### src/rtl/tc_serializer.sv
// LSB-first parallel-to-serial front end for the serial two's-complement stage.
// Build option TC_SER_B2B_EN: accept a new word on the last-bit cycle for gapless frames.
module tc_serializer #(
  parameter int unsigned WIDTH = 8
) (
  input  logic             t_clk,
  input  logic             r,
  input  logic [WIDTH-1:0] din,
  input  logic             in_valid,
  output logic             in_ready,
  output logic             so,
  output logic             sv,
  output logic             fs,
  output logic             last
);

  localparam int unsigned CntW = (WIDTH > 2) ? $clog2(WIDTH) : 1;
  localparam logic [CntW-1:0] LastCnt = CntW'(WIDTH - 1);

  typedef enum logic {
    StIdle,
    StShift
  } state_e;

  state_e           state;
  logic [WIDTH-1:0] sreg;
  logic [CntW-1:0]  cnt;
  logic             active;
  logic             cnt_last;
  logic             accept;

  assign active   = (state == StShift);
  assign cnt_last = (cnt == LastCnt);

`ifdef TC_SER_B2B_EN
  assign in_ready = !active | cnt_last;
`else
  assign in_ready = !active;
`endif

  // in_ready is a function of state only, so accept never loops back into ready.
  assign accept = in_valid & in_ready;

  always_ff @(posedge t_clk) begin
    if (r) begin
      state <= StIdle;
      sreg  <= '0;
      cnt   <= '0;
    end else begin
      unique case (state)
        StIdle: begin
          if (accept) begin
            state <= StShift;
            sreg  <= din;
            cnt   <= '0;
          end
        end
        StShift: begin
          if (cnt_last) begin
            if (accept) begin
              sreg <= din;
              cnt  <= '0;
            end else begin
              state <= StIdle;
              sreg  <= sreg >> 1;
              cnt   <= '0;
            end
          end else begin
            sreg <= sreg >> 1;
            cnt  <= cnt + 1'b1;
          end
        end
        default: begin
          state <= StIdle;
          cnt   <= '0;
        end
      endcase
    end
  end

  assign sv   = active;
  assign so   = active & sreg[0];
  assign fs   = active & (cnt == '0);
  assign last = active & cnt_last;

endmodule
### config.mk
export PLATFORM = sky130hd
export DESIGN_NAME = tc_serializer
export DESIGN_NICKNAME = d
export VERILOG_FILES = /design/src/rtl/tc_serializer.sv
export SDC_FILE = /design/constraint.sdc
export NUM_CORES = 1
export LEC_CHECK = 0
export ABC_AREA = 0
export CAP_MARGIN = 25
export CORE_MARGIN = 4
export CORE_UTILIZATION = 41
export DETAILED_ROUTE_END_ITERATION = 7
export MAX_ROUTING_LAYER = met4
export PLACE_DENSITY = 0.68
export SLEW_MARGIN = 20
export SYNTH_ARGS = -nofsm -noshare
export SYNTH_HDL_FRONTEND = slang
export SYNTH_SLANG_ARGS = --single-unit
### constraint.sdc
create_clock -name t_clk -period 1.25 [get_ports t_clk]
set_clock_uncertainty 0.1 [all_clocks]
set_input_delay 0.125 -clock t_clk [delete_from_list [all_inputs] [get_ports t_clk]]
set_output_delay 0.125 -clock t_clk [all_outputs]
set_load 0.05 [all_outputs]
==> out/metrics.yaml <==
outcome: "finished, violations left"
violations: "negative setup slack"
r2r_slack_ns: -0.10
die-area_sq_um: 2215
min_period_ns: 1.437
startpoint: "cnt[2]"
clkPwrFrac_pct: 30.8
dp_cells: 96
critPathLaunchType: "flip-flop"
die_h_um: 47.06
final_cell_mix: "clkdlybuf4s50_1, buf_4, dfxtp_1, mux2i_1"
io_buffers: 15
htreeDepth: 1
initial_utilization_pct: 45.79
critical_path.endpoint: "last"
switching_share_pct: 27.44
yosys.cell_types.count: 18
hpwl_um: 841.9
cts_hold_buf: 0
finalNonFillerCells: 104
critical_path_class: "reg2out"
arrival_ns: 1.21
comb_power_share_pct: 26.3
synth_cells: 62
synth_nets: 77
min_from: "din[7]"
max_slew_margin_pct: 81.53
fmax_ghz: 0.6957
drtAntennaViolNets: 0
ys_seq_area_share_pct: 38.40
globalRouteOverflowTotal: 0
grt_usage_pct: 16.59
required_ns: 1.02
clock-sinks: 12
num_io_pins: 16
clk_path_buf_depth: 2
syn2layout_area_growth_pct: 63.80
fin_ws_ns: -0.1875
synth-seq-cells: 12
num_rows: 13
vias: 517
cp_max_fo: 4
pwr-share-seq_pct: 42.8
yosys_warnings: 0
wl_um: 1477
r2r_end: "cnt[0]"
hold_ws_ns: 0.3856
tritoncts: "done"
grt_pass1_vias: 537
post-route-period-util_pct: 115.0
fp.dieW_um: 47.06
fillers: 97
end_kind: "output port"
antenna_found_initial: 0
worstMarginPinSlew_ns: 0.2767
hold_violations: 0
clk_pin_slew_worst_paths_ns: 0.09
maxSlewViolCount: 0
netlist_area_sq_um: 625.6
setup_tns_ns: -0.5164
grt_pass1_wl_um: 2442
clk_latency_ns: 0.28
total_power_w: 0.001019
maxCapViolCount: 0
grt_max_degree: 11
reg2reg_depth: 4
synth.avg_cell_area_sq_um: 10.09
rsz0062_at_grt: "true"
powerDensity_nw_per_um2: 994.1
drtIter0Drc: 11
leakage_nw: 0.4183
drive_gt1_share_pct: 42.70
fp.coreArea_sq_um: 1366
avgRoutedWirePerCell_um: 14.20
setup_violations: 6
numCtsBuffers: 3
gp_congestion: 0.7401
drc: 0
vdd_drop_max_uv: 740.5
first_pass_iters: 2
hold_path_class: "in2reg"
netSwitchingPower_w: 0.0002795
r2r_start: "cnt[0]"
p_int_w: 0.0007392
root_buffer: "clkbuf_4"
fin_nets: 105
diodes: 0
vias_per_cell: 4.971
==> through the flow <==
stage / util [%] / worst slack, ns / area (sq um)
2_1_floorplan: - / -0.01195 / 644.4
6_report: 75.00 / -0.1875 / 1025
3_5_place_dp: 64.38 / -0.1333 / 879.6
4_1_cts: 73.17 / -0.1984 / 999.7
5_1_grt: 75.00 / -0.2557 / 1025
3_3_place_gp: 64.38 / -0.1022 / 879.6
==> Yosys cell counts <==
cell       n  area, sq um
a211oi_1   7        52.55
a21oi_1    4        20.02
and2_1     2        12.51
buf_4      1        7.510
buf_6      2        22.52
clkbuf_8   1        13.76
dfxtp_1   12        240.2
ha_1       4        50.05
inv_1      2        7.510
inv_2      1        3.750
mux2i_1    8        80.08
nand2_1    2        7.510
nand2b_1   2        12.51
nand3b_1   1        7.510
nor2_1     1        3.750
nor2b_1    7        43.79
nor3_1     1        5.000
or3b_1     4        35.03
==> critical path, cell delays in order (launching register included) <==
cell and delay [ns]:
dfxtp_1 0.49, ha_4 0.18, and2_4 0.14, buf_12 0.13
==> sequential cells by signal, indices dropped and copies added (netlist names) <==
name and count:
sreg 8, sv 1, cnt 3
==> routing by layer <==
| metal | track usage (%) | wire, um | up-vias |
|---|---|---|---|
| li1 | - | - | 269 |
| met1 | 19.03 | 658 | 237 |
| met2 | 27.10 | 733 | 11 |
| met3 | 6.897 | 85 | 0 |
| met4 | 3.315 | 0 | 0 |
| met5 | - | 0 | - |
==> what timing repair did <==
action / in CTS / in global routing
hold endpoints to repair: 0 / 0
pin swaps: 5 / 5
endpoints found under the setup margin: 5 / 7
resized for setup: 16 / 6
cloned: 0 / 0
setup buffers: 3 / 1
==> power by group through the flow <==
stage               Clock [W]  Sequential, W  Combinational [W]
detailed placement          0       0.000448           0.000219
finish               0.000314       0.000436           0.000268
floorplan                   0       0.000443           0.000127
global placement            0       0.000448           0.000217
global route         0.000346       0.000439           0.000288
CTS                  0.000321       0.000435           0.000250
==> cell families after synthesis <==
| group | Yosys count | synth area share (%) |
|---|---|---|
| adder cells (fa/ha/maj) | 4 | 8.000 |
| multiplexers | 8 | 12.80 |
| AO/OA/AOI/OAI | 11 | 11.60 |
| AND/OR/NAND/NOR | 20 | 20.40 |
| flip-flops | 12 | 38.40 |
| buffers and inverters | 7 | 8.800 |
==> final cells by class <==
class / instances / area, sq um / share of cell area, %
inverter: 3 / 16.27 / 1.587
multi-input combinational: 43 / 409.1 / 39.93
timing repair buffer: 27 / 297.8 / 29.06
sequential: 12 / 246.5 / 24.05
clock buffer: 4 / 36.28 / 3.541
tap: 15 / 18.77 / 1.832
==> worst min-delay path by stage <==
stage | cells after the start | to
after floorplan | 1 | sreg[3]
after global placement | 2 | sreg[2]
after detailed placement | 2 | sreg[5]
after CTS | 3 | sreg[7]
after global routing | 3 | sreg[7]
final | 3 | sreg[7]
Note: power is estimated with default switching activity, not from simulation.
